`src/rtl/dmem_arbiter_if.sv`:
```
// Bundle of the two requester ports and the memory-side bus of the data-memory arbiter.
// The slave modport is the arbiter; the master modport is the requesters plus the memory.
interface dmem_arbiter_if #(
  parameter int REGSIZE = 32,
  parameter int ADDRW   = 5
) ();
  logic               req0;
  logic               req1;
  logic               we0;
  logic               we1;
  logic               lock0;
  logic               lock1;
  logic [ADDRW-1:0]   addr0;
  logic [ADDRW-1:0]   addr1;
  logic [REGSIZE-1:0] wdata0;
  logic [REGSIZE-1:0] wdata1;
  logic               gnt0;
  logic               gnt1;
  logic               rvalid0;
  logic               rvalid1;
  logic [REGSIZE-1:0] rdata0;
  logic [REGSIZE-1:0] rdata1;
  logic               mem_read;
  logic               mem_write;
  logic [ADDRW-1:0]   mem_addr;
  logic [REGSIZE-1:0] mem_wdata;
  logic [REGSIZE-1:0] mem_rdata;

  modport slave (
    input  req0, req1, we0, we1, lock0, lock1,
    input  addr0, addr1, wdata0, wdata1,
    input  mem_rdata,
    output gnt0, gnt1, rvalid0, rvalid1, rdata0, rdata1,
    output mem_read, mem_write, mem_addr, mem_wdata
  );

  modport master (
    output req0, req1, we0, we1, lock0, lock1,
    output addr0, addr1, wdata0, wdata1,
    output mem_rdata,
    input  gnt0, gnt1, rvalid0, rvalid1, rdata0, rdata1,
    input  mem_read, mem_write, mem_addr, mem_wdata
  );
endinterface

```
`src/rtl/dmem_arbiter.sv`:
```
// Round-robin arbiter sharing one single-ported data memory between two requesters,
// with a bounded lock so the most recent winner can hold the memory for short bursts.
module dmem_arbiter #(
  parameter int REGSIZE  = 32,
  parameter int ADDRW    = 5,
  parameter int MAX_HOLD = 4
) (
  input  logic           clk,
  input  logic           reset,
  dmem_arbiter_if.slave  bus
);

  localparam int HW = (MAX_HOLD < 1) ? 1 : $clog2(MAX_HOLD + 1);
  localparam logic [HW-1:0] HOLD_LIMIT = HW'(MAX_HOLD);
  localparam logic [HW-1:0] HOLD_ONE   = HW'(1);

  logic [1:0]         w_req;
  logic [1:0]         w_we;
  logic [1:0]         w_lock;
  logic [ADDRW-1:0]   w_addr  [2];
  logic [REGSIZE-1:0] w_wdata [2];
  logic [1:0]         w_gnt;
  logic               w_any;
  logic               w_sel;
  logic [HW-1:0]      w_hold_inc;

  logic               r_last;
  logic [HW-1:0]      r_hold_cnt;

  assign w_req      = {bus.req1, bus.req0};
  assign w_we       = {bus.we1, bus.we0};
  assign w_lock     = {bus.lock1, bus.lock0};
  assign w_addr[0]  = bus.addr0;
  assign w_addr[1]  = bus.addr1;
  assign w_wdata[0] = bus.wdata0;
  assign w_wdata[1] = bus.wdata1;

  // Contention: the last winner keeps the memory only while locked and under its hold budget.
  always_comb begin
    w_gnt = 2'b00;
    if (!reset) begin
      if (w_req[0] && w_req[1]) begin
        if (w_lock[r_last] && (r_hold_cnt < HOLD_LIMIT)) begin
          w_gnt[r_last] = 1'b1;
        end else begin
          w_gnt[~r_last] = 1'b1;
        end
      end else begin
        w_gnt = w_req;
      end
    end
  end

  assign w_any = |w_gnt;
  assign w_sel = w_gnt[1];

  assign bus.gnt0      = w_gnt[0];
  assign bus.gnt1      = w_gnt[1];
  assign bus.mem_write = w_any & w_we[w_sel];
  assign bus.mem_read  = w_any & ~w_we[w_sel];
  assign bus.mem_addr  = w_any ? w_addr[w_sel]  : '0;
  assign bus.mem_wdata = w_any ? w_wdata[w_sel] : '0;

  assign w_hold_inc = (r_hold_cnt == HOLD_LIMIT) ? HOLD_LIMIT : (r_hold_cnt + HOLD_ONE);

  always_ff @(posedge clk or posedge reset) begin
    if (reset) begin
      r_last     <= 1'b1;
      r_hold_cnt <= '0;
    end else if (w_any) begin
      r_last     <= w_sel;
      r_hold_cnt <= (w_sel == r_last) ? w_hold_inc : HOLD_ONE;
    end else begin
      r_hold_cnt <= '0;
    end
  end

  // Per-port read response: one-cycle valid pulse, data held until the next read by that port.
  genvar gi;
  generate
    for (gi = 0; gi < 2; gi++) begin : g_resp
      logic               r_rvalid;
      logic [REGSIZE-1:0] r_rdata;
      logic               w_rd_gnt;

      assign w_rd_gnt = w_gnt[gi] & ~w_we[gi];

      always_ff @(posedge clk or posedge reset) begin
        if (reset) begin
          r_rvalid <= 1'b0;
          r_rdata  <= '0;
        end else begin
          r_rvalid <= w_rd_gnt;
          if (w_rd_gnt) begin
            r_rdata <= bus.mem_rdata;
          end
        end
      end
    end
  endgenerate

  assign bus.rvalid0 = g_resp[0].r_rvalid;
  assign bus.rvalid1 = g_resp[1].r_rvalid;
  assign bus.rdata0  = g_resp[0].r_rdata;
  assign bus.rdata1  = g_resp[1].r_rdata;

endmodule

```
`src/flat_wrapper.sv`:
```
// flat-port wrapper written by rule: the top's interface ports become plain ports
module dmem_arbiter_flat 
#(
  parameter int REGSIZE  = 32,
  parameter int ADDRW    = 5,
  parameter int MAX_HOLD = 4
)
  (clk, reset, bus_req0, bus_req1, bus_we0, bus_we1, bus_lock0, bus_lock1, bus_addr0, bus_addr1, bus_wdata0, bus_wdata1, bus_mem_rdata, bus_gnt0, bus_gnt1, bus_rvalid0, bus_rvalid1, bus_rdata0, bus_rdata1, bus_mem_read, bus_mem_write, bus_mem_addr, bus_mem_wdata);
  dmem_arbiter_if #(.REGSIZE(REGSIZE), .ADDRW(ADDRW)) bus_i ();
  input  logic clk;
  input  logic reset;
  input wire logic [$bits(bus_i.req0)-1:0] bus_req0;
  input wire logic [$bits(bus_i.req1)-1:0] bus_req1;
  input wire logic [$bits(bus_i.we0)-1:0] bus_we0;
  input wire logic [$bits(bus_i.we1)-1:0] bus_we1;
  input wire logic [$bits(bus_i.lock0)-1:0] bus_lock0;
  input wire logic [$bits(bus_i.lock1)-1:0] bus_lock1;
  input wire logic [$bits(bus_i.addr0)-1:0] bus_addr0;
  input wire logic [$bits(bus_i.addr1)-1:0] bus_addr1;
  input wire logic [$bits(bus_i.wdata0)-1:0] bus_wdata0;
  input wire logic [$bits(bus_i.wdata1)-1:0] bus_wdata1;
  input wire logic [$bits(bus_i.mem_rdata)-1:0] bus_mem_rdata;
  output wire logic [$bits(bus_i.gnt0)-1:0] bus_gnt0;
  output wire logic [$bits(bus_i.gnt1)-1:0] bus_gnt1;
  output wire logic [$bits(bus_i.rvalid0)-1:0] bus_rvalid0;
  output wire logic [$bits(bus_i.rvalid1)-1:0] bus_rvalid1;
  output wire logic [$bits(bus_i.rdata0)-1:0] bus_rdata0;
  output wire logic [$bits(bus_i.rdata1)-1:0] bus_rdata1;
  output wire logic [$bits(bus_i.mem_read)-1:0] bus_mem_read;
  output wire logic [$bits(bus_i.mem_write)-1:0] bus_mem_write;
  output wire logic [$bits(bus_i.mem_addr)-1:0] bus_mem_addr;
  output wire logic [$bits(bus_i.mem_wdata)-1:0] bus_mem_wdata;
  assign bus_i.req0 = bus_req0;
  assign bus_i.req1 = bus_req1;
  assign bus_i.we0 = bus_we0;
  assign bus_i.we1 = bus_we1;
  assign bus_i.lock0 = bus_lock0;
  assign bus_i.lock1 = bus_lock1;
  assign bus_i.addr0 = bus_addr0;
  assign bus_i.addr1 = bus_addr1;
  assign bus_i.wdata0 = bus_wdata0;
  assign bus_i.wdata1 = bus_wdata1;
  assign bus_i.mem_rdata = bus_mem_rdata;
  assign bus_gnt0 = bus_i.gnt0;
  assign bus_gnt1 = bus_i.gnt1;
  assign bus_rvalid0 = bus_i.rvalid0;
  assign bus_rvalid1 = bus_i.rvalid1;
  assign bus_rdata0 = bus_i.rdata0;
  assign bus_rdata1 = bus_i.rdata1;
  assign bus_mem_read = bus_i.mem_read;
  assign bus_mem_write = bus_i.mem_write;
  assign bus_mem_addr = bus_i.mem_addr;
  assign bus_mem_wdata = bus_i.mem_wdata;
  dmem_arbiter #(.REGSIZE(REGSIZE), .ADDRW(ADDRW), .MAX_HOLD(MAX_HOLD)) u_core (.clk(clk), .reset(reset), .bus(bus_i));
endmodule
```
`config.mk`:
```
export PLATFORM = sky130hd
export DESIGN_NAME = dmem_arbiter_flat
export DESIGN_NICKNAME = d
export VERILOG_FILES = /design/src/rtl/dmem_arbiter_if.sv /design/src/rtl/dmem_arbiter.sv /design/src/flat_wrapper.sv
export SDC_FILE = /design/constraint.sdc
export NUM_CORES = 1
export LEC_CHECK = 0
export CELL_PAD_IN_SITES_DETAIL_PLACEMENT = 1
export CELL_PAD_IN_SITES_GLOBAL_PLACEMENT = 1
export CORE_MARGIN = 2
export CORE_UTILIZATION = 30
export CTS_CLUSTER_DIAMETER = 50
export DETAILED_ROUTE_END_ITERATION = 7
export GPL_ROUTABILITY_DRIVEN = 1
export PLACE_DENSITY = 0.86
export SYNTH_ARGS = -nofsm -noshare
export SYNTH_HDL_FRONTEND = slang
export SYNTH_SLANG_ARGS = --single-unit
```
`constraint.sdc`:
```
create_clock -name clk -period 13.4 [get_ports clk]
set_clock_uncertainty 0.1 [all_clocks]
set_input_delay 2.68 -clock clk [delete_from_list [all_inputs] [get_ports clk]]
set_output_delay 2.68 -clock clk [all_outputs]
set_load 0.02 [all_outputs]
```
# Word-level counts from Yosys, hierarchy flattened
# Index checks and enable logic that the tools add are counted.
# op_classes
n_addsub	1
magnitude_cmp	7
eq_ne	2
n_mux	22
bitwise_logic	9
reduce_logical	5
# op_table
op	count
32-bit two-way mux	4
5-bit two-way mux	4
3-bit two-way mux	3
1-bit by 2-bit < comparator with 1-bit output, second input constant	3
1-bit two-way mux	6
2-bit two-way mux	3
1-bit AND	4
1-bit logical AND	4
1-bit NOT	4
3-bit by 1-bit adder with 3-bit output, second input constant	1
3-bit equality test, second input constant	1
3-bit < comparator, second input constant	1
1-bit demux with 1-bit select	2
1-bit >= comparator, second input constant	2
2-bit >= comparator, second input constant	1
1-bit NOT with 2-bit output	1
2-bit OR reduction	1
1-bit equality test	1
# word_totals
register_bits	70
output_inout_bits	107
word_cells	52

# Depth between registers and ports, before layout
# logic_depth
ltp_word	13
depth_mapped	6
ltp_nobuf	5

# Least setup slack after synthesis
# Ideal clock, no wire load.
# synth_timing
kind	input to output
from	in reset
to	out bus_mem_wdata[23]
arrival_time_ns	5.698
required_time_ns	10.620
slack_ns	4.922
path_stages	5
path_cell_list	buf_2 > inv_1 > clkbuf_1 > nand2_1 > o32ai_1
# synth_via
elab_chain_len	6
elab_cells_between_ends	7
# synth_lines
item	line	source
start: declaration	flat_wrapper.sv:11	input logic reset;
2-bit two-way mux *	dmem_arbiter.sv:41	if (!reset) begin
1-bit NOT with 2-bit output (not written as such)	dmem_arbiter.sv:62	assign bus.mem_wdata = w_any ? w_wdata[w_sel] : '0;
32-bit two-way mux (not written as such) (3 in a row)	dmem_arbiter.sv:62	
32-bit two-way mux *	dmem_arbiter.sv:62	
end: declaration	flat_wrapper.sv:32	output wire logic [$bits(bus_i.mem_wdata)-1:0] bus_mem_wdata;
# Mark *: on every way between the ends. The rest lies on a longest branch, timed or not. The select of a mux whose other input is x is not followed.

# Worst setup path in the final report
# layout_timing
from	in bus_req0
to	out bus_mem_wdata[27]
# layout_via
elab_chain_len	8
elab_cells_between_ends	9
# layout_lines
item	line	source
start: declaration	flat_wrapper.sv:12	input wire logic [$bits(bus_i.req0)-1:0] bus_req0;
1-bit logical AND	dmem_arbiter.sv:42	if (w_req[0] && w_req[1]) begin
2-bit two-way mux *	dmem_arbiter.sv:42	
2-bit two-way mux *	dmem_arbiter.sv:41	
1-bit NOT with 2-bit output (not written as such)	dmem_arbiter.sv:62	
32-bit two-way mux (not written as such) (3 in a row)	dmem_arbiter.sv:62	
32-bit two-way mux *	dmem_arbiter.sv:62	
# Marks and branches as above.

==> summary.txt <==
Pwr
  • Pwr/cell area: 140 mW/mm²
  • LEAKAGE: 2.72 nW
  • Peak supply drop: 0.0859 mV

Clocking
  • Reg clk slew, reported paths: 0.06 ns
  • Clock buffer depth: 2
  • # hold bufs at CTS: 0
  • Post-CTS Resized: 0
  • Inserted Clock Buffers: 9
  • CTS tree: done
  • CTS Sinks: 70
  • CTS root buf: clkbuf_16
  • Post-CTS setup buffers: 0
  • H-tree depth: 3
  • Clk_lat worst skew: 0.32 ns

STA
  • Fmax: 0.122 GHz
  • Slew headroom: 0.401
  • Final worst path period share: 0.613
  • Worst hold margin: 0.402 ns
  • Final Setup Violations: 0
  • Setup TNS: 0 ns
  • Slew Limit Fails: 0
  • Final worst slack: 5.19 ns
  • RSZ-0062 raised after global routing: false
  • Period minus WS final: 8.21 ns
  • Slew @ Worst Pin: 0.895 ns
  • Final Hold Vio Count: 0

Die
  • Die Area: 0.0130 mm²
  • Die X: 114 µm
  • Number of placement rows: 40
  • Core ar.: 0.0119 mm²
  • Starting Density: 0.305
  • I/O Pins: 221
  • Die Height: 114 µm

Synth
  • Multiplexer share of the synthesized area: 0.227
  • Synth area leader: dfrtp_1
  • Synth Instances: 314
  • Synth area leaders: dfrtp_1, mux2_4, o32ai_1, mux2_2, inv_1
  • Ys async rst share: 1.00
  • XOR/XNOR share of the synthesized area: 0
  • Synth Area per Inst: 11.6 µm²
  • Mapped cell area: 0.00363 mm²
  • Synth Warn #: 0
  • Count of cell types in the netlist: 33
  • Number of synthesized register bits: 70
  • Synth Area in Simple Gates: 0.0692
  • Synthesized Nets: 430
  • Area share of the largest cell type after synthesis: 0.475
  • Post-Synth Adder-Cell Area: 0.00689
  • Sequential fraction of the synthesis area: 0.483
  • Main combinational cell family by area after synthesis: multiplexers
  • Area fraction in compound gates after synthesis: 0.130
  • Post-synth EDFFs: 0
  • Top_reg_cell synth: dfrtp_1

Detailed routing
  • Initial DRT Pass Iterations: 4
  • DR iter-0 viols: 138
  • DRC: 0
  • Wire per inst: 19.4 µm
  • Final WL: 13200 µm
  • Via count: 3311
  • Antenna-violating nets left: 0
  • Post-DR vias/cell: 4.88

Worst setup path
  • CP arrival: 5.43 ns
  • Worst Path Required: 10.62 ns
  • Crit path kind: input pin to output pin
  • CP Launch Point: bus_req0
  • Worst Setup Start Kind: input pin
  • CP endpoint: bus_mem_wdata[27]
  • Crit path max fanout: 27
  • Worst flop-to-flop path endpoint: u_core.bus.rdata1[11]
  • Worst R2R Setup Slack: 11.22 ns
  • Crit path capture type: output pin
  • Worst-case reg-to-reg path depth: 4
  • Critical R2R Launch: u_core.r_hold_cnt[2]

Layout
  • Share of cells above drive strength 1: 0.154
  • Antenna cells: 0
  • Nets: 643
  • Area added between synthesis and finish: 71.8%
  • Final Util: 0.524

Placed design
  • DP HPWL: 9640 µm
  • Dpl ws: 5.22 ns
  • Port buffer count: 220
  • Gpl congestion: 0.910

Status
  • Status: finished clean

Worst hold path
  • Worst Hold Class: register to register

Global routing
  • GRT overflow: 0
  • First-pass GRT wire length: 20600 µm
  • Largest net degree at the start of global routing: 67
  • Initial antenna violation count: 0
  • Vias in the first global route: 3691
  • Global Route Usage Sum: 0.203

Run
  • Number of max-cap violations: 0
==> power by group <==
group	switching, W	internal (W)	total (W)	leakage (nW)
Sequential	0.0000300	0.000261	0.000291	0.839
Combinational	0.000156	0.000183	0.000339	1.75
Clock	0.0000957	0.000145	0.000241	0.135
==> synthesized netlist by cell type, types with 2 or more instances <==
library cell and count:
dfrtp_1 69, o211ai_1 4, o2111ai_1 2, mux2_1 9
nand2_1 41, buf_6 3, ha_1 2, mux2_2 27
o21ai_0 4, o32ai_1 38, nor2_1 2, inv_1 46
clkbuf_1 10, mux2_4 28, buf_2 7, buf_4 3
nand2b_1 3
==> worst min-delay path by stage <==
stage                                startpoint               endpoint  slack (ns)  cells past startpoint
after detailed placement   u_core.bus.rdata0[7]   u_core.bus.rdata0[7]        0.39                      1
after CTS                  u_core.bus.rdata0[1]   u_core.bus.rdata0[1]        0.41                      1
after global routing      u_core.bus.rdata1[12]  u_core.bus.rdata1[12]        0.42                      1
after floorplan                   u_core.r_last          u_core.r_last        0.39                      2
after global placement    u_core.bus.rdata0[17]  u_core.bus.rdata0[17]        0.38                      1
final                      u_core.bus.rdata0[1]   u_core.bus.rdata0[1]        0.40                      1
==> per-stage QoR <==
step	instances	area [µm²]	power [W]
6_report	679	6240	0.000871
4_1_cts	679	6240	0.000883
5_1_grt	679	6240	0.000909
2_1_floorplan	314	3630	0.000452
3_5_place_dp	663	5940	0.000634
3_3_place_gp	663	5940	0.000621
==> placed cells by master (no fill, tap or decap), types with 2 or more instances in the layout <==
cell type and n:
clkdlybuf4s50_1 220, dfrtp_1 69, inv_1 45, nand2_1 41
o32ai_1 38, mux2_4 28, mux2_2 27, mux2_1 9
clkbuf_16 9, buf_4 6, o21ai_0 4, o211ai_1 4
nand2b_1 3, clkinvlp_4 3, nor2_1 2, o2111ai_1 2
ha_1 2
==> sequential cells by signal, summed over array words and instances (netlist names) <==
| register | count |
|---|---|
| u_core.bus.rdata0 | 32 |
| u_core.bus.rdata1 | 32 |
| u_core.r_hold_cnt | 3 |
| u_core.bus.rvalid0 | 1 |
| u_core.bus.rvalid1 | 1 |
| u_core.r_last | 1 |
==> layout make-up <==
| class | count | area [µm²] |
|---|---|---|
| Multi-Input combinational cell | 174 | 1580 |
| Clock buffer | 10 | 229 |
| Fill cell | 1291 | 5670 |
| Inverter | 46 | 175 |
| Tap cell | 147 | 184 |
| Sequential cell | 70 | 1750 |
| Clock inverter | 6 | 70.1 |
| Timing Repair Buffer | 226 | 2250 |
==> worst max-delay path: stages <==
cell and delay, ns:
clkdlybuf4s50_1 0.64, nand2_1 0.18, o211ai_1 0.75, buf_4 0.43, o32ai_1 0.17, clkdlybuf4s50_1 0.57
==> routing by layer <==
layer	track usage	wire (µm)	up-vias
met2	0.370	6910	110
met4	0.0545	250	0
met3	0.0606	822	21
met1	0.231	5170	1652
li1	-	-	1528
met5	0	0	-
==> cell families after synthesis <==
group,Yosys count
and+or+nand+nor,54
muxes,64
AOI/OAI and AO/OA,54
adders and majority gates,2
buffers and inverters,70
DFF,70
Note: power is estimated with default switching activity, not from simulation.
